$ cat src/rtl/mem_arbiter_pkg.sv
// Shared constants and types for the memory-port arbiter.
package mem_arbiter_pkg;

    localparam int ARB_FIXED = 0;
    localparam int ARB_RR    = 1;

    localparam int PADDR_W = 22;
    localparam int WORD_W  = 36;

    typedef enum logic [1:0] {
        IDLE    = 2'd0,
        ISSUE   = 2'd1,
        RELEASE = 2'd2
    } arb_state_t;

endpackage

$ cat src/rtl/mem_arbiter_rr_pick.sv
// Combinational rotating-base priority picker: first pending index at or after
// base (round-robin) or from index 0 (fixed priority).
module mem_arbiter_rr_pick #(
    parameter int N     = 2,
    parameter int IDX_W = 1
) (
    input  logic [N-1:0]     pending,
    input  logic [IDX_W-1:0] base,
    input  logic             mode,
    output logic [IDX_W-1:0] winner,
    output logic             any
);

    int start_idx;
    int idx;

    always_comb begin
        winner    = '0;
        idx       = 0;
        start_idx = mode ? int'(base) : 0;
        // Scan from the far end so the closest pending port to start_idx wins last.
        for (int k = N - 1; k >= 0; k--) begin
            idx = start_idx + k;
            if (idx >= N) begin
                idx = idx - N;
            end
            if (pending[idx]) begin
                winner = IDX_W'(idx);
            end
        end
        any = |pending;
    end

endmodule

$ cat src/rtl/mem_arbiter.sv
// N-port arbiter in front of the single memory port: IDLE -> ISSUE -> RELEASE,
// round-robin or fixed priority, with a non-existent-memory timeout.
module mem_arbiter
    import mem_arbiter_pkg::*;
#(
    parameter int NPORTS   = 2,
    parameter int ADDR_W   = PADDR_W,
    parameter int DATA_W   = WORD_W,
    parameter int ARB_MODE = ARB_RR,
    parameter int TIMEOUT  = 255
) (
    input  logic                                         clk,
    input  logic                                         reset,
    input  logic [NPORTS*ADDR_W-1:0]                     req_addr,
    input  logic [NPORTS*DATA_W-1:0]                     req_wdata,
    input  logic [NPORTS-1:0]                            req_read,
    input  logic [NPORTS-1:0]                            req_write,
    output logic [DATA_W-1:0]                            req_rdata,
    output logic [NPORTS-1:0]                            req_read_ack,
    output logic [NPORTS-1:0]                            req_write_ack,
    output logic [NPORTS-1:0]                            req_nxm,
    output logic [ADDR_W-1:0]                            mem_addr,
    output logic [DATA_W-1:0]                            mem_write_data,
    output logic                                         mem_read,
    output logic                                         mem_write,
    input  logic [DATA_W-1:0]                            mem_read_data,
    input  logic                                         mem_read_ack,
    input  logic                                         mem_write_ack,
    output logic [((NPORTS > 1) ? $clog2(NPORTS) : 1)-1:0] grant_id,
    output logic                                         busy
);

    localparam int GID_W = (NPORTS > 1) ? $clog2(NPORTS) : 1;
    localparam int TMR_W = (TIMEOUT > 1) ? $clog2(TIMEOUT + 1) : 1;
    localparam logic [TMR_W-1:0] TMR_LAST  = TMR_W'((TIMEOUT > 0) ? TIMEOUT - 1 : 0);
    localparam logic [GID_W-1:0] LAST_PORT = GID_W'(NPORTS - 1);
    localparam logic             RR_MODE   = (ARB_MODE != ARB_FIXED);

    arb_state_t          state_reg, state_next;
    logic [GID_W-1:0]    grant_reg, grant_next;
    logic [GID_W-1:0]    last_grant_reg, last_grant_next;
    logic [TMR_W-1:0]    timer_reg, timer_next;
    logic [ADDR_W-1:0]   mem_addr_reg, mem_addr_next;
    logic [DATA_W-1:0]   wdata_reg, wdata_next;
    logic                mem_read_reg, mem_read_next;
    logic                mem_write_reg, mem_write_next;
    logic [DATA_W-1:0]   rdata_reg, rdata_next;
    logic [NPORTS-1:0]   read_ack_reg, read_ack_next;
    logic [NPORTS-1:0]   write_ack_reg, write_ack_next;
    logic [NPORTS-1:0]   nxm_reg, nxm_next;
    logic                busy_reg;

    logic [ADDR_W-1:0]   addr_arr  [NPORTS];
    logic [DATA_W-1:0]   wdata_arr [NPORTS];
    logic [NPORTS-1:0]   pending;
    logic [GID_W-1:0]    rr_base;
    logic [GID_W-1:0]    winner;
    logic                any_pending;

    genvar gi;
    generate
        for (gi = 0; gi < NPORTS; gi++) begin : g_port
            assign addr_arr[gi]  = req_addr[gi*ADDR_W +: ADDR_W];
            assign wdata_arr[gi] = req_wdata[gi*DATA_W +: DATA_W];
        end
    endgenerate

    assign pending = req_read | req_write;
    assign rr_base = (last_grant_reg == LAST_PORT) ? '0 : last_grant_reg + GID_W'(1);

    mem_arbiter_rr_pick #(
        .N     (NPORTS),
        .IDX_W (GID_W)
    ) u_pick (
        .pending (pending),
        .base    (rr_base),
        .mode    (RR_MODE),
        .winner  (winner),
        .any     (any_pending)
    );

    always_comb begin
        state_next      = state_reg;
        grant_next      = grant_reg;
        last_grant_next = last_grant_reg;
        timer_next      = timer_reg;
        mem_addr_next   = mem_addr_reg;
        wdata_next      = wdata_reg;
        mem_read_next   = mem_read_reg;
        mem_write_next  = mem_write_reg;
        rdata_next      = rdata_reg;
        read_ack_next   = '0;
        write_ack_next  = '0;
        nxm_next        = '0;
        case (state_reg)
            IDLE: begin
                if (any_pending) begin
                    grant_next     = winner;
                    mem_addr_next  = addr_arr[winner];
                    wdata_next     = wdata_arr[winner];
                    // Read takes precedence when a port raises both strobes.
                    mem_read_next  = req_read[winner];
                    mem_write_next = !req_read[winner];
                    timer_next     = '0;
                    state_next     = ISSUE;
                end
            end
            ISSUE: begin
                timer_next = timer_reg + TMR_W'(1);
                if (mem_read_reg && mem_read_ack) begin
                    read_ack_next[grant_reg] = 1'b1;
                    rdata_next               = mem_read_data;
                    mem_read_next            = 1'b0;
                    state_next               = RELEASE;
                end else if (mem_write_reg && mem_write_ack) begin
                    write_ack_next[grant_reg] = 1'b1;
                    mem_write_next            = 1'b0;
                    state_next                = RELEASE;
                end else if ((TIMEOUT != 0) && (timer_reg == TMR_LAST)) begin
                    nxm_next[grant_reg] = 1'b1;
                    mem_read_next       = 1'b0;
                    mem_write_next      = 1'b0;
                    state_next          = RELEASE;
                end
            end
            RELEASE: begin
                last_grant_next = grant_reg;
                state_next      = IDLE;
            end
            default: begin
                mem_read_next  = 1'b0;
                mem_write_next = 1'b0;
                state_next     = IDLE;
            end
        endcase
    end

    always_ff @(posedge clk or negedge reset) begin
        if (!reset) begin
            state_reg      <= IDLE;
            grant_reg      <= '0;
            last_grant_reg <= LAST_PORT;
            timer_reg      <= '0;
            mem_addr_reg   <= '0;
            wdata_reg      <= '0;
            mem_read_reg   <= 1'b0;
            mem_write_reg  <= 1'b0;
            rdata_reg      <= '0;
            read_ack_reg   <= '0;
            write_ack_reg  <= '0;
            nxm_reg        <= '0;
            busy_reg       <= 1'b0;
        end else begin
            state_reg      <= state_next;
            grant_reg      <= grant_next;
            last_grant_reg <= last_grant_next;
            timer_reg      <= timer_next;
            mem_addr_reg   <= mem_addr_next;
            wdata_reg      <= wdata_next;
            mem_read_reg   <= mem_read_next;
            mem_write_reg  <= mem_write_next;
            rdata_reg      <= rdata_next;
            read_ack_reg   <= read_ack_next;
            write_ack_reg  <= write_ack_next;
            nxm_reg        <= nxm_next;
            busy_reg       <= (state_next != IDLE);
        end
    end

    assign req_rdata      = rdata_reg;
    assign req_read_ack   = read_ack_reg;
    assign req_write_ack  = write_ack_reg;
    assign req_nxm        = nxm_reg;
    assign mem_addr       = mem_addr_reg;
    assign mem_write_data = wdata_reg;
    assign mem_read       = mem_read_reg;
    assign mem_write      = mem_write_reg;
    assign grant_id       = (NPORTS == 1) ? '0 : grant_reg;
    assign busy           = busy_reg;

endmodule

$ cat config.mk
export PLATFORM = sky130hd
export DESIGN_NAME = mem_arbiter
export DESIGN_NICKNAME = d
export VERILOG_FILES = /design/src/rtl/mem_arbiter_pkg.sv /design/src/rtl/mem_arbiter_rr_pick.sv /design/src/rtl/mem_arbiter.sv
export SDC_FILE = /design/constraint.sdc
export NUM_CORES = 1
export LEC_CHECK = 0
export BUFFER_PORTS_ARGS = -buffer_cell sky130_fd_sc_hd__clkbuf_2
export CAP_MARGIN = 5
export CORE_ASPECT_RATIO = 0.5
export CORE_MARGIN = 1.5
export CORE_UTILIZATION = 49
export DETAILED_ROUTE_END_ITERATION = 16
export PLACE_DENSITY = 0.94
export SYNTH_ARGS = -nofsm -noshare
export SYNTH_HDL_FRONTEND = slang
export SYNTH_HIERARCHICAL = 1
export SYNTH_SLANG_ARGS = --single-unit
$ cat constraint.sdc
create_clock -name clk -period 3.8 [get_ports clk]
set_input_delay 0.76 -clock clk [delete_from_list [all_inputs] [get_ports clk]]
set_output_delay 0.76 -clock clk [all_outputs]
set_load 0.02 [all_outputs]
==> results of run 1 <==
==> final timing paths <==
kind	startpoint	to	slack (ns)
max	state_reg[0]$_DFF_PN0_	req_rdata[3]$_DFFE_PN0P_	1.55
min	reset	busy$_DFF_PN0_	0.46
max reg2reg	state_reg[0]$_DFF_PN0_	req_rdata[3]$_DFFE_PN0P_	1.55
min reg2reg	mem_write_data[2]$_DFFE_PN0P_	mem_write_data[2]$_DFFE_PN0P_	0.48
max in group asynchronous	reset	last_grant_reg$_DFFE_PN1P_	2.57
min in group clk	mem_write_data[2]$_DFFE_PN0P_	mem_write_data[2]$_DFFE_PN0P_	0.48
==> power by group through the flow <==
stage	logic, W	clock network, W	registers (W)
detailed placement	0.00252	0	0.00216
finish	0.00251	0.00151	0.00217
global route	0.00272	0.00159	0.00224
floorplan	0.00107	0	0.00274
global placement	0.00242	0	0.00212
CTS	0.00254	0.00152	0.00216
==> worst max-delay path, stage by stage (launching register included) <==
cell	delay, ns
dfrtp_1	0.51
nor2b_4	0.26
nand3_2	0.75
mux2_2	0.59
==> per-stage QoR <==
| step | instance area [um^2] | std cells | power (W) | worst slack (ns) | util |
|---|---|---|---|---|---|
| 2_1_floorplan | 5010 | 427 | 0.00380 | 1.56 | - |
| 3_3_place_gp | 6380 | 802 | 0.00454 | 1.25 | 0.658 |
| 3_5_place_dp | 6380 | 802 | 0.00468 | 1.20 | 0.658 |
| 4_1_cts | 6950 | 834 | 0.00623 | 1.56 | 0.716 |
| 5_1_grt | 6950 | 834 | 0.00655 | 1.42 | 0.716 |
| 6_report | 6950 | 834 | 0.00619 | 1.55 | 0.716 |
==> layout by cell type (no fill, tap or decap), types with 3 or more instances in the layout <==
master,n
clkbuf_16,17
nor3_1,6
nand3_1,5
mux2_2,36
clkbuf_1,4
clkinv_2,5
dfrtp_1,114
o21ai_1,8
buf_4,3
inv_1,7
or2_2,3
nand2_1,69
clkbuf_2,262
mux2i_1,60
nor2_1,3
o21ai_0,58
==> final cells by class <==
type / count / share of cell area
sequential: 115 / 0.414
multi-input combinational: 278 / 0.279
timing repair buffer: 267 / 0.198
clock buffer: 22 / 0.0654
tap: 135 / 0.0243
clock inverter: 10 / 0.0157
inverter: 7 / 0.00378
==> cell families (layout without fill, tap and decap cells) <==
logic type / count (synthesis) / in the layout / synth area share
buffers and inverters: 34 / 306 / 0.0429
flip-flops: 115 / 115 / 0.575
other: 1 / 1 / 0.000748
multiplexers: 96 / 96 / 0.201
adder cells (fa/ha/maj): 2 / 2 / 0.00499
AO/OA/AOI/OAI: 81 / 81 / 0.0894
AND/OR/NAND/NOR: 98 / 98 / 0.0866
==> routing by layer <==
metal  share of wire  wire, um  up-vias  track usage
met5               0         0        -            0
met4           0.028       398        0        0.136
met3           0.044       613       40       0.0595
met2            0.54      7600      137        0.483
met1            0.39      5440     2073        0.299
li1                -         -     2011            -
==> impl_metrics.xml, run 1 <==
<?xml version="1.0" encoding="UTF-8"?>
<metrics>
  <group name="worst_hold_path">
    <metric name="timing.hold.worst.class" unit="">input pin to async pin</metric>
  </group>
  <group name="timing">
    <metric name="worst-slew-pin-transition" unit="ns">0.963</metric>
    <metric name="slew-limit-headroom" unit="">0.357</metric>
    <metric name="rsz0062_at_grt" unit="">false</metric>
    <metric name="final_max_slew_viol_count" unit="">0</metric>
    <metric name="final-hold-violation-count" unit="">0</metric>
    <metric name="timing.hold.ws" unit="ns">0.458</metric>
    <metric name="final.setup_skew" unit="ns">0.00635</metric>
    <metric name="layout_min_cycle_time" unit="ns">2.25</metric>
    <metric name="setup-tns-final" unit="ns">0</metric>
    <metric name="max_freq" unit="MHz">445</metric>
    <metric name="setup-violations-final" unit="">0</metric>
    <metric name="finalCritPeriodShare" unit="">0.591</metric>
  </group>
  <group name="clock_tree">
    <metric name="cts_setup_buffers" unit="">0</metric>
    <metric name="ctsHtreeMaxLevel" unit="">4</metric>
    <metric name="clockBufferDepth" unit="">2</metric>
    <metric name="clock_tree_root_driver_cell" unit="">clkbuf_16</metric>
    <metric name="clock_insertion_delay_worst_skew" unit="ns">0.40</metric>
    <metric name="cts_sinks" unit="">115</metric>
    <metric name="cts_hold_buffers" unit="">0</metric>
    <metric name="cts-buffers-inserted" unit="">17</metric>
    <metric name="cts.clk_slew.worst_paths" unit="ns">0.05</metric>
    <metric name="cts_tree" unit="">built</metric>
    <metric name="ctsResizeCount" unit="">0</metric>
  </group>
  <group name="power">
    <metric name="seq_power_share" unit="">0.350</metric>
    <metric name="p_leak" unit="nW">3.66</metric>
    <metric name="intPower" unit="W">0.00368</metric>
    <metric name="pwr-share-comb" unit="">0.406</metric>
    <metric name="p_sw_frac" unit="">0.405</metric>
    <metric name="switchingPower" unit="W">0.00251</metric>
    <metric name="vdd.ir_drop.worst" unit="mV">0.512</metric>
    <metric name="power.clock.fraction" unit="">0.244</metric>
    <metric name="power_per_cell_area" unit="nW/um^2">891</metric>
  </group>
  <group name="global_routing">
    <metric name="overall_routing_resource_usage" unit="">0.263</metric>
    <metric name="first_pass_grt_wire_length" unit="um">21600</metric>
    <metric name="grt_overflow" unit="">0</metric>
    <metric name="grt_pass1_vias" unit="">4290</metric>
    <metric name="pin_count_of_the_biggest_net_entering_global_routing" unit="">75</metric>
    <metric name="number_of_antenna_violations_at_the_first_check_in_global_routing" unit="">0</metric>
  </group>
  <group name="cells_and_area">
    <metric name="fin_nets" unit="">848</metric>
    <metric name="register_area" unit="um^2">2880</metric>
    <metric name="antenna-diode-count" unit="">0</metric>
    <metric name="multi_input_area" unit="um^2">1940</metric>
    <metric name="fillers" unit="">678</metric>
    <metric name="layout-drive-gt1-share" unit="">0.488</metric>
    <metric name="syn_to_final_growth" unit="%">38.6</metric>
  </group>
  <group name="yosys">
    <metric name="dominantRegCellSynth" unit="">dfrtp_1</metric>
    <metric name="synthArstFlopShare" unit="">1.00</metric>
    <metric name="syn_avg_cell_area" unit="um^2">11.7</metric>
    <metric name="synth_common_cells" unit="">dfrtp_1 (114), nand2_1 (69), mux2i_1 (60), o21ai_0 (58), mux2_2 (36)</metric>
    <metric name="synth_fp_nets" unit="">589</metric>
    <metric name="synthTopCellsByArea" unit="">dfrtp_1 (57%), mux2i_1 (12%), mux2_2 (8.1%)</metric>
    <metric name="cell_area_synth" unit="um^2">5010</metric>
    <metric name="postSynthRegisterBits" unit="">115</metric>
    <metric name="synth-edff-count" unit="">0</metric>
    <metric name="netlist.top_cell.by_area" unit="">dfrtp_1</metric>
    <metric name="synth-warning-count" unit="">6</metric>
    <metric name="seq_area_frac_synth" unit="">0.575</metric>
    <metric name="postSynthCellCount" unit="">427</metric>
    <metric name="synthMostInstantiatedCell" unit="">dfrtp_1</metric>
    <metric name="netlist-cell-type-count" unit="">40</metric>
    <metric name="synth_largest_type_area_fraction" unit="">0.569</metric>
  </group>
  <group name="setup_path">
    <metric name="timing_worst_setup_path_type" unit="">flip-flop to flip-flop</metric>
    <metric name="critical_path.max_fanout" unit="">38</metric>
    <metric name="critical_path.startpoint_type" unit="">flip-flop</metric>
    <metric name="timing.critical_path.arrival" unit="ns">2.52</metric>
    <metric name="reg2reg_depth" unit="">3</metric>
    <metric name="cp.required" unit="ns">4.08</metric>
    <metric name="worst_setup_path_end_kind" unit="">flip-flop</metric>
  </group>
  <group name="route">
    <metric name="detail_route.drc_violations" unit="">0</metric>
    <metric name="dr.first_iter.drc_count" unit="">266</metric>
    <metric name="first_pass_iters" unit="">5</metric>
    <metric name="vias_per_std_cell" unit="">5.11</metric>
    <metric name="route.antenna.remaining_nets" unit="">0</metric>
    <metric name="routed_wire_length" unit="um">14000</metric>
    <metric name="vias" unit="">4261</metric>
    <metric name="wl_per_instance" unit="um">16.8</metric>
  </group>
  <group name="die">
    <metric name="num_rows" unit="">25</metric>
    <metric name="die_height" unit="um">74.5</metric>
    <metric name="design.portCount" unit="">264</metric>
    <metric name="floorplan.core_area" unit="um^2">9700</metric>
    <metric name="initial_core_util" unit="">0.517</metric>
    <metric name="die_x" unit="um">146</metric>
    <metric name="design.die.area" unit="um^2">10900</metric>
  </group>
  <group name="run">
    <metric name="max_cap_viol_count" unit="">0</metric>
  </group>
  <group name="placed_design">
    <metric name="place.port_buffers" unit="">263</metric>
    <metric name="place_congestion" unit="">0.892</metric>
    <metric name="detailedPlacementHpwl" unit="um">10400</metric>
  </group>
  <group name="outcome">
    <metric name="run_status" unit="">finished clean</metric>
  </group>
</metrics>
No activity file was read; power rests on OpenSTA's default activity.
==> run 2, diff against run 1 <==
Settings changed: CORE_UTILIZATION 49 to 45, PLACE_DENSITY 0.94 to 0.88.
Clock period 3.8 ns to 2.1 ns, I/O delays scaled along.
==> impl_metrics.xml, run 2 (synthesized netlist as in run 1, its figures left out) <==
<?xml version="1.0" encoding="UTF-8"?>
<metrics>
  <group name="outcome">
    <metric name="run_status" unit="">finished clean</metric>
  </group>
  <group name="clock_tree">
    <metric name="cts_sinks" unit="">115</metric>
    <metric name="cts.clk_slew.worst_paths" unit="ns">0.06</metric>
    <metric name="cts_tree" unit="">built</metric>
    <metric name="cts-buffers-inserted" unit="">17</metric>
    <metric name="ctsHtreeMaxLevel" unit="">4</metric>
    <metric name="clockBufferDepth" unit="">2</metric>
    <metric name="ctsResizeCount" unit="">0</metric>
    <metric name="clock_insertion_delay_worst_skew" unit="ns">0.41</metric>
    <metric name="clock_tree_root_driver_cell" unit="">clkbuf_16</metric>
  </group>
  <group name="power">
    <metric name="intPower" unit="W">0.00710</metric>
    <metric name="seq_power_share" unit="">0.333</metric>
    <metric name="pwr-share-comb" unit="">0.404</metric>
    <metric name="p_sw_frac" unit="">0.393</metric>
    <metric name="power.clock.fraction" unit="">0.263</metric>
    <metric name="p_leak" unit="nW">3.75</metric>
    <metric name="switchingPower" unit="W">0.00461</metric>
    <metric name="power_per_cell_area" unit="nW/um^2">1630</metric>
    <metric name="vdd.ir_drop.worst" unit="mV">0.779</metric>
    <metric name="design_power_total" unit="W">0.0117</metric>
  </group>
  <group name="worst_hold_path">
    <metric name="min_delay_path_depth" unit="">2</metric>
    <metric name="timing.hold.worst.class" unit="">input pin to flip-flop</metric>
  </group>
  <group name="cells_and_area">
    <metric name="multi_input_area" unit="um^2">1940</metric>
    <metric name="antenna-diode-count" unit="">0</metric>
    <metric name="register_area" unit="um^2">2880</metric>
    <metric name="fillers" unit="">784</metric>
    <metric name="syn_to_final_growth" unit="%">43.0</metric>
    <metric name="layout-drive-gt1-share" unit="">0.496</metric>
    <metric name="layout_commonest_cell" unit="">clkbuf_2</metric>
    <metric name="fin_nets" unit="">855</metric>
    <metric name="final_cell_mix" unit="">clkbuf_2 (262), dfrtp_1 (114), nand2_1 (69), mux2i_1 (60), o21ai_0 (58)</metric>
  </group>
  <group name="timing">
    <metric name="final-hold-violation-count" unit="">0</metric>
    <metric name="slew-limit-headroom" unit="">0.657</metric>
    <metric name="setup-tns-final" unit="ns">0</metric>
    <metric name="setup-violations-final" unit="">0</metric>
    <metric name="finalCritPeriodShare" unit="">0.843</metric>
    <metric name="worst-slew-pin-transition" unit="ns">0.514</metric>
    <metric name="max_freq" unit="MHz">565</metric>
    <metric name="final.setup_skew" unit="ns">0.00950</metric>
    <metric name="rsz0062_at_grt" unit="">false</metric>
    <metric name="final_max_slew_viol_count" unit="">0</metric>
    <metric name="layout_min_cycle_time" unit="ns">1.77</metric>
  </group>
  <group name="global_routing">
    <metric name="grt_use_met2" unit="">0.417</metric>
    <metric name="grt_pass1_vias" unit="">4439</metric>
    <metric name="grt_overflow" unit="">0</metric>
    <metric name="first_pass_grt_wire_length" unit="um">21900</metric>
    <metric name="grt.met1_usage" unit="">0.276</metric>
    <metric name="number_of_antenna_violations_at_the_first_check_in_global_routing" unit="">1</metric>
    <metric name="pin_count_of_the_biggest_net_entering_global_routing" unit="">45</metric>
    <metric name="globalRouteMet3Util" unit="">0.0603</metric>
    <metric name="overall_routing_resource_usage" unit="">0.238</metric>
    <metric name="grt-busiest-layer" unit="">met2</metric>
  </group>
  <group name="route">
    <metric name="detail_route.drc_violations" unit="">0</metric>
    <metric name="first_pass_iters" unit="">4</metric>
    <metric name="route.antenna.remaining_nets" unit="">0</metric>
    <metric name="routed_wire_length" unit="um">13700</metric>
    <metric name="dr.first_iter.drc_count" unit="">132</metric>
    <metric name="vias_per_std_cell" unit="">5.12</metric>
    <metric name="wl_per_instance" unit="um">16.2</metric>
    <metric name="vias" unit="">4334</metric>
  </group>
  <group name="setup_path">
    <metric name="reg2reg_depth" unit="">4</metric>
    <metric name="worst_setup_path_end_kind" unit="">flip-flop</metric>
    <metric name="timing.critical_path.arrival" unit="ns">2.06</metric>
    <metric name="critical_path.startpoint_type" unit="">flip-flop</metric>
    <metric name="timing_worst_setup_path_type" unit="">flip-flop to flip-flop</metric>
    <metric name="critical_path.max_fanout" unit="">28</metric>
    <metric name="cp.required" unit="ns">2.39</metric>
  </group>
  <group name="die">
    <metric name="die_height" unit="um">77.6</metric>
    <metric name="floorplan.core_area" unit="um^2">10500</metric>
    <metric name="initial_core_util" unit="">0.477</metric>
    <metric name="num_rows" unit="">26</metric>
    <metric name="die_x" unit="um">152</metric>
    <metric name="design.die.area" unit="um^2">11800</metric>
    <metric name="design.portCount" unit="">264</metric>
  </group>
  <group name="placed_design">
    <metric name="place_congestion" unit="">0.813</metric>
    <metric name="detailedPlacementHpwl" unit="um">10300</metric>
    <metric name="place.port_buffers" unit="">263</metric>
  </group>
  <group name="run">
    <metric name="max_cap_viol_count" unit="">0</metric>
  </group>
</metrics>
[run 2: worst max-delay path, cell delays in order (launching register included)]
cell and delay (ns):
dfrtp_1 0.49, nor2b_4 0.26, nand3_2 0.30, buf_12 0.29, mux2_2 0.30
[run 2: layer usage]
metal / routed length (um) / share of wire
met3: 698 / 0.051
met5: 16 / 0.0012
met2: 7170 / 0.52
met1: 5460 / 0.40
met4: 363 / 0.026
[run 2: cell type report]
class	instances	area share
Clock buffer	20	0.0637
Clock inverter	12	0.0250
Inverter	7	0.00367
Multi-Input combinational cell	278	0.270
Sequential cell	115	0.402
Tap cell	140	0.0244
Timing Repair Buffer	274	0.212
[run 2: final timing paths]
| check | end | startpoint | slack, ns |
|---|---|---|---|
| worst min-delay path | req_rdata[7]$_DFFE_PN0P_ | mem_read_data[7] | 0.24 |
| max in group asynchronous | mem_addr[15]$_DFFE_PN0P_ | reset | 0.93 |
| worst max-delay path | req_rdata[11]$_DFFE_PN0P_ | state_reg[0]$_DFF_PN0_ | 0.33 |
| min in group asynchronous | req_rdata[29]$_DFFE_PN0P_ | reset | 0.55 |
| worst min register to register | mem_addr[18]$_DFFE_PN0P_ | mem_addr[18]$_DFFE_PN0P_ | 0.48 |
| worst max register to register | req_rdata[11]$_DFFE_PN0P_ | state_reg[0]$_DFF_PN0_ | 0.33 |
[run 2: what timing repair did]
action                                  CTS  global route
endpoints found under the hold margin     5             0
hold buffers                              1             0
buffers inserted                          0             0
endpoints found under the setup margin    0             0
[run 2: power by group through the flow]
| stage | logic [W] | registers [W] | clock network, W |
|---|---|---|---|
| CTS | 0.00478 | 0.00388 | 0.00313 |
| global route | 0.00509 | 0.00400 | 0.00324 |
| detailed placement | 0.00476 | 0.00390 | 0 |
| global placement | 0.00459 | 0.00384 | 0 |
| finish | 0.00473 | 0.00389 | 0.00308 |
| floorplan | 0.00193 | 0.00495 | 0 |
[run 2: through the flow]
step	instances	cell area, um^2	hold slack (ns)	setup WS (ns)	utilization
2_1_floorplan	427	5010	0.124	0.203	-
3_3_place_gp	813	6520	0.425	0.252	0.621
3_5_place_dp	813	6520	0.428	0.197	0.621
4_1_cts	846	7170	0.229	0.358	0.682
5_1_grt	846	7170	0.230	0.261	0.682
6_report	846	7170	0.242	0.330	0.682
==> run 3, diff against run 2 <==
Clock period 2.1 ns to 1.65 ns, I/O delays scaled along.
==> impl_metrics.xml, run 3 (synthesized netlist as in run 1, its figures left out) <==
<?xml version="1.0" encoding="UTF-8"?>
<metrics>
  <group name="outcome">
    <metric name="run_status" unit="">finished clean</metric>
  </group>
  <group name="die">
    <metric name="num_rows" unit="">26</metric>
    <metric name="floorplan.core_area" unit="um^2">10500</metric>
    <metric name="design.die.area" unit="um^2">11800</metric>
    <metric name="initial_core_util" unit="">0.477</metric>
    <metric name="die_height" unit="um">77.6</metric>
    <metric name="die_x" unit="um">152</metric>
    <metric name="design.portCount" unit="">264</metric>
  </group>
  <group name="cells_and_area">
    <metric name="post-route-cell-area" unit="um^2">7260</metric>
    <metric name="fin_nets" unit="">866</metric>
    <metric name="layout-drive-gt1-share" unit="">0.503</metric>
    <metric name="final_cell_mix" unit="">clkbuf_2 (262), dfrtp_1 (114), nand2_1 (69), mux2i_1 (59), o21ai_0 (58)</metric>
    <metric name="layout_commonest_cell" unit="">clkbuf_2</metric>
    <metric name="antenna-diode-count" unit="">0</metric>
    <metric name="multi_input_area" unit="um^2">1940</metric>
    <metric name="register_area" unit="um^2">2880</metric>
    <metric name="fillers" unit="">783</metric>
    <metric name="syn_to_final_growth" unit="%">44.9</metric>
  </group>
  <group name="clock_tree">
    <metric name="cts_setup_buffers" unit="">0</metric>
    <metric name="clock_insertion_delay_worst_skew" unit="ns">0.41</metric>
    <metric name="cts-buffers-inserted" unit="">17</metric>
    <metric name="cts.clk_slew.worst_paths" unit="ns">0.06</metric>
    <metric name="cts_sinks" unit="">115</metric>
    <metric name="cts_tree" unit="">built</metric>
    <metric name="ctsHtreeMaxLevel" unit="">4</metric>
    <metric name="clockBufferDepth" unit="">2</metric>
    <metric name="clock_tree_root_driver_cell" unit="">clkbuf_16</metric>
  </group>
  <group name="power">
    <metric name="design_power_total" unit="W">0.0151</metric>
    <metric name="power_per_cell_area" unit="nW/um^2">2080</metric>
    <metric name="vdd.ir_drop.worst" unit="mV">0.789</metric>
    <metric name="p_leak" unit="nW">3.81</metric>
  </group>
  <group name="timing">
    <metric name="finalCritPeriodShare" unit="">0.940</metric>
    <metric name="max_freq" unit="MHz">645</metric>
    <metric name="timing.hold.ws" unit="ns">0.151</metric>
    <metric name="layout_min_cycle_time" unit="ns">1.55</metric>
    <metric name="final.setup_skew" unit="ns">0.0126</metric>
    <metric name="final_max_slew_viol_count" unit="">0</metric>
    <metric name="setup-violations-final" unit="">0</metric>
    <metric name="rsz0062_at_grt" unit="">false</metric>
    <metric name="final-hold-violation-count" unit="">0</metric>
    <metric name="setup-tns-final" unit="ns">0</metric>
  </group>
  <group name="setup_path">
    <metric name="reg2reg_depth" unit="">4</metric>
    <metric name="cpLargestDelayFamily" unit="">simple AND/OR/NAND/NOR gates</metric>
    <metric name="worstReg2RegStart" unit="">state_reg[0]$_DFF_PN0_</metric>
    <metric name="critical_path.max_fanout" unit="">53</metric>
    <metric name="worstPathCellList" unit="">or3b_4 &gt; buf_12 &gt; nand3_1 &gt; o21ai_0</metric>
    <metric name="worstPathBufferInverterCount" unit="">1</metric>
    <metric name="worst_setup_path_end_kind" unit="">flip-flop</metric>
    <metric name="cp_num_cells" unit="">4</metric>
    <metric name="slowest_cell_on_the_critical_path" unit="">or3b_4</metric>
    <metric name="timing.critical_path.arrival" unit="ns">1.81</metric>
    <metric name="cp.required" unit="ns">1.91</metric>
    <metric name="reg2reg_to" unit="">timer_reg[2]$_DFFE_PN0P_</metric>
    <metric name="slowest_delay" unit="ns">0.49</metric>
    <metric name="r2r_slack" unit="ns">0.1</metric>
    <metric name="timing_worst_setup_path_type" unit="">flip-flop to flip-flop</metric>
    <metric name="critical_path.startpoint_type" unit="">flip-flop</metric>
  </group>
  <group name="worst_hold_path">
    <metric name="min_delay_path_depth" unit="">2</metric>
    <metric name="hold_path.startpoint" unit="">mem_read_data[15]</metric>
    <metric name="timing.hold.worst.class" unit="">input pin to flip-flop</metric>
    <metric name="hold_path_end" unit="">req_rdata[15]$_DFFE_PN0P_</metric>
  </group>
  <group name="route">
    <metric name="wl_per_instance" unit="um">16.5</metric>
    <metric name="first_pass_iters" unit="">4</metric>
    <metric name="dr.first_iter.drc_count" unit="">294</metric>
    <metric name="routed_wire_length" unit="um">14100</metric>
    <metric name="detail_route.drc_violations" unit="">0</metric>
    <metric name="vias" unit="">4323</metric>
    <metric name="route.antenna.remaining_nets" unit="">0</metric>
    <metric name="vias_per_std_cell" unit="">5.05</metric>
  </group>
  <group name="placed_design">
    <metric name="placed_area" unit="um^2">6610</metric>
    <metric name="place_congestion" unit="">0.829</metric>
    <metric name="detailedPlacementHpwl" unit="um">10300</metric>
    <metric name="place.port_buffers" unit="">263</metric>
  </group>
  <group name="global_routing">
    <metric name="pin_count_of_the_biggest_net_entering_global_routing" unit="">56</metric>
    <metric name="grt_overflow" unit="">0</metric>
    <metric name="grt_pass1_vias" unit="">4606</metric>
    <metric name="number_of_antenna_violations_at_the_first_check_in_global_routing" unit="">0</metric>
    <metric name="overall_routing_resource_usage" unit="">0.246</metric>
    <metric name="first_pass_grt_wire_length" unit="um">22800</metric>
  </group>
  <group name="run">
    <metric name="max_cap_viol_count" unit="">0</metric>
  </group>
</metrics>
run 3: area by class of cell:
type                    count  area share
clock inverters            10      0.0248
inverters                   7     0.00362
clock buffers              21      0.0634
flip-flops and latches    115       0.397
well taps                 140      0.0241
repair buffers            285       0.220
multi-input cells         278       0.267
run 3: metrics by stage:
stage / utilization / setup slack (ns) / instances
after floorplan: - / -0.104 / 427
after global placement: 0.629 / -0.0941 / 824
after detailed placement: 0.629 / -0.152 / 824
after CTS: 0.691 / 0.111 / 856
after global routing: 0.691 / 0.0106 / 856
final: 0.691 / 0.0987 / 856
run 3: worst max path at each step:
stage | start | endpoint | slack (ns)
2_1_floorplan | req_write[0] | mem_addr[0]$_DFFE_PN0P_ | -0.10
3_3_place_gp | req_write[0] | timer_reg[4]$_DFFE_PN0P_ | -0.09
3_5_place_dp | req_write[0] | timer_reg[4]$_DFFE_PN0P_ | -0.15
4_1_cts | last_grant_reg$_DFFE_PN1P_ | mem_addr[16]$_DFFE_PN0P_ | 0.11
5_1_grt | state_reg[0]$_DFF_PN0_ | timer_reg[2]$_DFFE_PN0P_ | 0.01
6_report | state_reg[0]$_DFF_PN0_ | timer_reg[2]$_DFFE_PN0P_ | 0.1
run 3: repair_timing:
item	in CTS	in global routing
setup endpoints to repair	0	1
hold buffers	1	0
gates resized for setup	0	1
endpoints found under the hold margin	24	0
run 3: report_power, final:
| group | switching, W | internal, W | total [W] |
|---|---|---|---|
| sequential | 0.000803 | 0.00413 | 0.00494 |
| clock | 0.00127 | 0.00274 | 0.00401 |
| combinational | 0.00382 | 0.00235 | 0.00617 |
run 3: routing by layer:
metal,track usage,wire [um],vias up
met2,0.464,7520,173
li1,-,-,2041
met3,0.0536,732,37
met1,0.269,5530,2072
met5,0,0,-
met4,0.111,353,0
